<file path="src/rtl/tlul_host_adapter.sv">
// tlul_host_adapter: single-beat host request port bridged onto TL-UL A/D channels,
// with an in-order tracker that checks each D response against the request it answers.
module tlul_host_adapter #(
   parameter int MAX_REQS = 2
) (
   input  logic        clk_i,
   input  logic        rst_ni,
   input  logic        req_i,
   output logic        gnt_o,
   input  logic [31:0] addr_i,
   input  logic        we_i,
   input  logic [31:0] wdata_i,
   input  logic [3:0]  be_i,
   output logic        valid_o,
   output logic [31:0] rdata_o,
   output logic        err_o,
   output logic        a_valid_o,
   output logic [2:0]  a_opcode_o,
   output logic [1:0]  a_size_o,
   output logic [7:0]  a_source_o,
   output logic [31:0] a_address_o,
   output logic [3:0]  a_mask_o,
   output logic [31:0] a_data_o,
   input  logic        a_ready_i,
   input  logic        d_valid_i,
   input  logic [2:0]  d_opcode_i,
   input  logic [7:0]  d_source_i,
   input  logic [31:0] d_data_i,
   input  logic        d_error_i,
   output logic        d_ready_o
);
   localparam logic [2:0] MAXC = 3'(MAX_REQS);
   localparam logic [1:0] LAST = 2'(MAX_REQS - 1);
   logic [2:0] cnt;
   logic [1:0] src, wr, rd;
   logic       fifo_we  [4];
   logic [1:0] fifo_src [4];
   logic       a_hs, d_hs, empty, head_we, d_err;

   function automatic logic [1:0] inc(input logic [1:0] p);
      return (p == LAST) ? 2'd0 : p + 2'd1;
   endfunction

   assign d_ready_o = rst_ni;
   assign a_hs      = a_valid_o & a_ready_i;
   assign d_hs      = d_valid_i & d_ready_o;
   assign empty     = cnt == 3'd0;
   assign head_we   = fifo_we[rd];
   // the held A beat counts against the limit: it is already committed to become outstanding
   assign gnt_o     = rst_ni & req_i & (~a_valid_o | a_ready_i) & ((cnt + {2'b0, a_valid_o}) < MAXC);
   assign d_err     = empty | d_error_i | (d_opcode_i != (head_we ? 3'h0 : 3'h1))
                    | (d_source_i != {6'b0, fifo_src[rd]});

   always_ff @(posedge clk_i or negedge rst_ni) begin
      if (!rst_ni) begin
         a_valid_o   <= 1'b0;
         a_opcode_o  <= 3'h0;
         a_size_o    <= 2'h0;
         a_source_o  <= 8'h0;
         a_address_o <= 32'h0;
         a_mask_o    <= 4'h0;
         a_data_o    <= 32'h0;
         src         <= 2'd0;
         wr          <= 2'd0;
         rd          <= 2'd0;
         cnt         <= 3'd0;
         valid_o     <= 1'b0;
         err_o       <= 1'b0;
         rdata_o     <= 32'h0;
      end else begin
         if (gnt_o) begin
            a_valid_o   <= 1'b1;
            a_opcode_o  <= we_i ? ((be_i == 4'hF) ? 3'h0 : 3'h1) : 3'h4;
            a_size_o    <= 2'd2;
            a_source_o  <= {6'b0, src};
            a_address_o <= {addr_i[31:2], 2'b00};
            a_mask_o    <= we_i ? be_i : 4'hF;
            a_data_o    <= we_i ? wdata_i : 32'h0;
            src         <= inc(src);
         end else if (a_hs) begin
            a_valid_o <= 1'b0;
         end
         if (a_hs) wr <= inc(wr);
         if (d_hs & ~empty) rd <= inc(rd);
         cnt     <= cnt + {2'b0, a_hs} - {2'b0, d_hs & ~empty};
         valid_o <= d_hs;
         err_o   <= d_hs & d_err;
         if (d_hs) rdata_o <= (d_err | head_we) ? 32'h0 : d_data_i;
      end
   end

   always_ff @(posedge clk_i) begin
      if (a_hs) begin
         fifo_we[wr]  <= a_opcode_o != 3'h4;
         fifo_src[wr] <= a_source_o[1:0];
      end
   end
endmodule

</file>
<file path="config.mk">
export PLATFORM = sky130hd
export DESIGN_NAME = tlul_host_adapter
export DESIGN_NICKNAME = d
export VERILOG_FILES = /design/src/rtl/tlul_host_adapter.sv
export SDC_FILE = /design/constraint.sdc
export NUM_CORES = 1
export LEC_CHECK = 0
export ABC_AREA = 1
export ABC_CLOCK_PERIOD_IN_PS = 3900
export BUFFER_PORTS_ARGS = -buffer_cell sky130_fd_sc_hd__buf_2
export CAP_MARGIN = 15
export CELL_PAD_IN_SITES_DETAIL_PLACEMENT = 0
export CELL_PAD_IN_SITES_GLOBAL_PLACEMENT = 1
export CORE_MARGIN = 2
export CORE_UTILIZATION = 37
export DETAILED_ROUTE_END_ITERATION = 10
export GPL_TIMING_DRIVEN = 0
export PLACE_DENSITY = 0.88
export SLEW_MARGIN = 20
export SYNTH_ARGS = -nofsm -noshare
export SYNTH_HDL_FRONTEND = slang
export SYNTH_SLANG_ARGS = --single-unit
</file>
<file path="constraint.sdc">
create_clock -name clk_i -period 3.9 [get_ports clk_i]
set_clock_uncertainty 0.2 [all_clocks]
set_input_delay 0.195 -clock clk_i [delete_from_list [all_inputs] [get_ports clk_i]]
set_output_delay 0.195 -clock clk_i [all_outputs]
set_load 0.01 [all_outputs]
</file>
# [Word level (Yosys, flattened, before mapping)]
# Memory sizes are Yosys's and may differ from the RTL's.
# Cells that the tools add are included.
[totals] regBits=116 ramBits=12 in_bits=118 output_inout_bits=118 wordCells=59 memories=2
[classes] addsub=6 magnitude_cmp=1 n_eq_ne=7 mux=13 bitwise=14 reduce_logical=2
[memory_table] name="fifo_src" depth=4 width=2 rd=1 rd_clocked_by_memory_dff=0 write_ports=1 line_no="37" source="logic [1:0] fifo_src [4];"
[memory_table] name="fifo_we" depth=4 width=1 rd=1 rd_clocked_by_memory_dff=0 write_ports=1 line_no="36" source="logic fifo_we [4];"
[ops] cell="32-bit 2-to-1 mux" n=2
[ops] cell="8-bit by 2-bit inequality test with 1-bit output" n=1
[ops] cell="1-bit AND" n=7
[ops] cell="2-bit by 1-bit adder with 2-bit output (second input constant)" n=3
[ops] cell="3-bit by 1-bit adder with 3-bit output" n=2
[ops] cell="2-bit by 1-bit == test with 1-bit output (second input constant)" n=3
[ops] cell="1-bit 2-to-1 mux" n=6
[ops] cell="2-bit 2-to-1 mux" n=3
[ops] cell="1-bit OR" n=5
[ops] cell="4-bit == test (second input constant)" n=1
[ops] cell="4-bit 2-to-1 mux" n=1
[ops] cell="3-bit logical NOT" n=1
[ops] cell="3-bit by 2-bit < comparator with 1-bit output (second input constant)" n=1
[ops] cell="3-bit 2-to-1 mux" n=1
[ops] cell="3-bit by 1-bit inequality test with 1-bit output" n=1
[ops] cell="3-bit inequality test (second input constant)" n=1
[ops] cell="3-bit by 1-bit subtractor with 3-bit output" n=1
[ops] cell="1-bit NOT" n=2
[ops] cell="2-bit nonzero test" n=1

# [Logic depth before layout (Yosys ltp)]
# An unclocked memory read counts as a cell.
[logic_depth] word_depth=7 ltp_mapped=12 mapped_depth_nobuf=11

# [Worst setup path after synthesis]
# OpenSTA, ideal clock, no wires.
[synth_timing] path_kind="register -> register" from="reg cnt[1]" to="reg cnt[2]" setup_ns=0.129 arrival_ns=1.818 t_required_ns=3.571 slack_ns=1.753 path_stages_with_launch=12 path_buffers=0 synth_period_minus_slack_ns=2.147 cell_sequence="dfrtp_1 nor2_1 nand2_1 nand2_1 inv_1 ha_1 inv_1 ha_1 inv_1 fa_1 xnor2_1 xor2_1"
[synth_via] elab_chain_len=4 elab_cells_between_ends=5 cone_classes="2 x add/sub; 2 x bitwise; 1 x reduce/logical"
[synth_lines] item="start: declaration" line_no="34" source="logic [2:0] cnt;"
[synth_lines] item="start signal: assignment" line_no="85" source="cnt <= cnt + {2'b0, a_hs} - {2'b0, d_hs & ~empty};"
[synth_lines] item="branches (longest 3 deep; another with 3-bit by 1-bit adder with 3-bit output)"
[synth_lines] item="3-bit by 1-bit subtractor with 3-bit output (*)" line_no="85"
# Every way passes the cells marked *.
# A chain may end at the register's enable or synchronous reset.

# [Final worst setup path]
[layout_timing] from="in rst_ni" to="reg cnt[2]"
[layout_via] elab_chain_len=3
[layout_lines] item="start: declaration" line_no="7" source="input logic rst_ni,"
[layout_lines] item="1-bit AND" line_no="46" source="assign d_hs = d_valid_i & d_ready_o;"
[layout_lines] item="via d_hs" line_no="38" source="logic a_hs, d_hs, empty, head_we, d_err;"
[layout_lines] item="1-bit AND" line_no="85"
[layout_lines] item="3-bit by 1-bit subtractor with 3-bit output" line_no="85"
# The timed path passes the listed nets, and every way through them passes these cells.

==> results.cfg <==
[status]
status = finished, final reports clean

[yosys]
synth.avg_cell_area_sq_um = 9.570
synth_cell_type_count = 30
yosys_warnings = 0
yosys-top-cells-area = dfrtp_1 (53%), nand2_1 (13%), edfxtp_1 (6.7%)
yosys.area.top_type_share = 0.5341
yosys_register_bits = 127
yosysTopAreaCell = dfrtp_1
ys_seq_area_frac = 0.6010
syn_inst = 563
syn_area_sq_um = 5388

[sta]
layout_setup_ws_ns = 1.027
maxSlewHeadroom = 0.6373
period_needed_ns = 2.873
tightest_slew_ns = 0.5440
setup_violations = 0
final_max_slew_viol_count = 0
final-hold-violation-count = 0
period_share = 0.7367
rsz0062_at_grt = false
max_clock_freq_ghz = 0.3480

[cells_and_area]
area_growth_pct = 55.25
n_antenna_cell = 0
n_fill_cell = 1239
final_util = 0.5821
num-nets-final = 1039
layout-drive-gt1-share = 0.3237

[power]
pwr-share-clk = 0.297
combPwrFrac = 0.313
p_sw_mw = 1.676
p_int_mw = 3.186
p_sw_frac = 0.3448
seqPwrFrac = 0.390
power.leakage_nw = 4.679
peakVddDrop_mv = 0.3504
powerDensity_nw_per_um2 = 581.3

[floorplan]
coreArea_sq_um = 14370
die-width_um = 124.7
ios = 236
die_h_um = 124.7
rows = 44
start_util = 0.3750
die_area_sq_um = 15540

[critical_path]
critPathLaunchType = input pin
crit_type = input pin to flip-flop
end_kind = flip-flop
rrSetupSlack_ns = 1.48
r2r_end = a_opcode_o[0]$_DFFE_PN0P_
timing.rr.start = a_valid_o$_DFFE_PN0P_
cp.required_ns = 3.99
reg2regPathDepth = 10
critPathArrivalTime_ns = 2.96
cp_max_fo = 56

[min_path]
hold_path_class = input pin to flip-flop
worstHoldEndpoint = rdata_o[0]$_DFFE_PN0N_
hold_depth = 6
hp-start = d_source_i[1]

[route]
wirelength_um = 15160
first_iter_violations = 201
dr.pass1.iters = 4
routed_via_density = 4.576
drc = 0
post_drt_wl_per_cell_um = 13.60
final_antenna_net_count = 0
num_vias = 5098

[placed_design]
pre_cts_slack_ns = 1.112
place_congestion = 0.7575
dp_hpwl_um = 9872
portBuffers = 223

[global_routing]
grt_pass1_vias = 5314
antenna_found_initial = 0
grtUsageTotal = 0.2036
grt_first_pass_wirelength_um = 25780
grt_max_degree = 64
grt.overflow.total = 0

[clock_network]
numCtsBuffers = 17
clockRootBuffer = clkbuf_16
cts_resized = 0
clock-sinks = 127
worst_skew_pair.late_latency_ns = 0.41
h-tree-depth = 4
cts_tree = done
cts.clk_slew.worst_paths_ns = 0.06
cts_buffer_depth = 2

[flow_run]
cap_violations = 0
-- power groups by stage --
stage	combinational [mW]	sequential (mW)	clock [mW]
global route	1.70	1.94	1.54
floorplan	0.713	2.04	0
CTS	1.52	1.89	1.48
detailed placement	1.45	1.90	0
global placement	1.41	1.90	0
finish	1.52	1.90	1.45
-- worst max-delay path: stages --
cell           delay (ns)
dlygate4sd3_1        0.55
buf_6                0.43
nand2_1              0.18
buf_2                0.22
inv_1                0.09
nand2_1              0.08
inv_1                0.10
ha_1                 0.23
inv_1                0.05
ha_1                 0.12
inv_1                0.05
fa_1                 0.37
xnor2_1              0.14
xor2_1               0.14
-- synthesized netlist by cell type (all sizes together) --
cell type  instances
clkbuf            10
nand4             33
fa                 1
inv               53
o21ai              5
xnor2              1
ha                 3
edfxtp            12
nor2              48
o22a               3
xor2               3
nor3b              1
nand2            194
conb               1
a22o              32
nand3              9
buf               32
or2                2
nand3b             1
a21oi              3
dfrtp            115
nor3               1
-- state kept, by name, summed over array words and instances (netlist names) --
signal,count
rdata_o,32
a_size_o,1
src,2
a_address_o,30
a_opcode_o,2
a_data_o,32
a_mask_o,4
fifo_src,8
cnt,3
wr,2
a_valid_o,1
err_o,1
fifo_we,4
valid_o,1
a_source_o,2
rd,2
-- cells in the final DEF (no fill, tap or decap), types with 4 or more instances in the layout --
master / instances
conb_1: 10
nand2_2: 4
clkbuf_16: 17
clkinv_4: 4
o21ai_0: 5
clkbuf_1: 11
buf_6: 5
buf_4: 15
nand4_1: 33
dlygate4sd3_1: 102
nand2_1: 190
clkinvlp_4: 4
edfxtp_1: 12
dfrtp_1: 115
nand3_1: 7
nor2_1: 45
a22o_1: 32
inv_1: 50
buf_2: 235
-- timing repair --
| action | in CTS | in global routing |
|---|---|---|
| buffers inserted | 0 | 0 |
| hold buffers | 102 | 0 |
| endpoints found under the hold margin | 154 | 0 |
-- area by class of cell --
class	instances	area (sq um)	share of cell area
clock inverter	14	112.6	0.01346
tap	184	230.2	0.02752
clock buffer	18	429.2	0.05131
multi-input combinational	350	1717	0.2052
sequential	127	3238	0.3871
inverter	53	206.4	0.02468
buffer	42	260.3	0.03111
timing repair buffer	326	2171	0.2595
-- stage by stage --
stage / cells / setup TNS, ns / cell area (sq um) / power (mW) / hold WS [ns]
after global routing: 1114 / 0 / 8364 / 5.183 / 0.04396
after detailed placement: 980 / 0 / 6802 / 3.342 / 0.001444
after global placement: 979 / -1.297 / 6768 / 3.310 / 0.1888
after CTS: 1114 / 0 / 8364 / 4.889 / 0.01115
after floorplan: 572 / 0 / 5421 / 2.749 / -0.3006
final: 1114 / 0 / 8364 / 4.862 / 0.01616
-- layer usage --
| layer | wire length [um] | vias to the layer above | global-route usage |
|---|---|---|---|
| li1 | - | 2490 | - |
| met4 | 395 | 0 | 0.08063 |
| met3 | 1254 | 36 | 0.06229 |
| met1 | 6387 | 2334 | 0.2507 |
| met2 | 7117 | 238 | 0.3353 |
| met5 | 0 | - | 0 |
-- worst max-delay path by stage --
stage / slack, ns / to / startpoint / cells after the start
after CTS: 0.97 / cnt[2]$_DFF_PN0_ / rst_ni / 14
after floorplan: 1.75 / cnt[2]$_DFF_PN0_ / cnt[1]$_DFF_PN0_ / 11
after detailed placement: 1.11 / cnt[2]$_DFF_PN0_ / rst_ni / 13
after global routing: 0.73 / cnt[2]$_DFF_PN0_ / rst_ni / 14
after global placement: -0.69 / cnt[2]$_DFF_PN0_ / rst_ni / 13
final: 1.03 / cnt[2]$_DFF_PN0_ / rst_ni / 14
-- logic make-up (layout without fill, tap and decap cells) --
kind of cell,count (synthesis),after routing,share of synthesized area
adders and majority gates,4,4,0.01068
other,1,10,0.0006960
buffers and inverters,95,453,0.08662
DFF,127,127,0.6010
xor gates and xnor gates,4,4,0.006504
and+or+nand+nor,289,289,0.2301
AOI/OAI and AO/OA,43,43,0.06433
(Power assumes the default switching activity.)
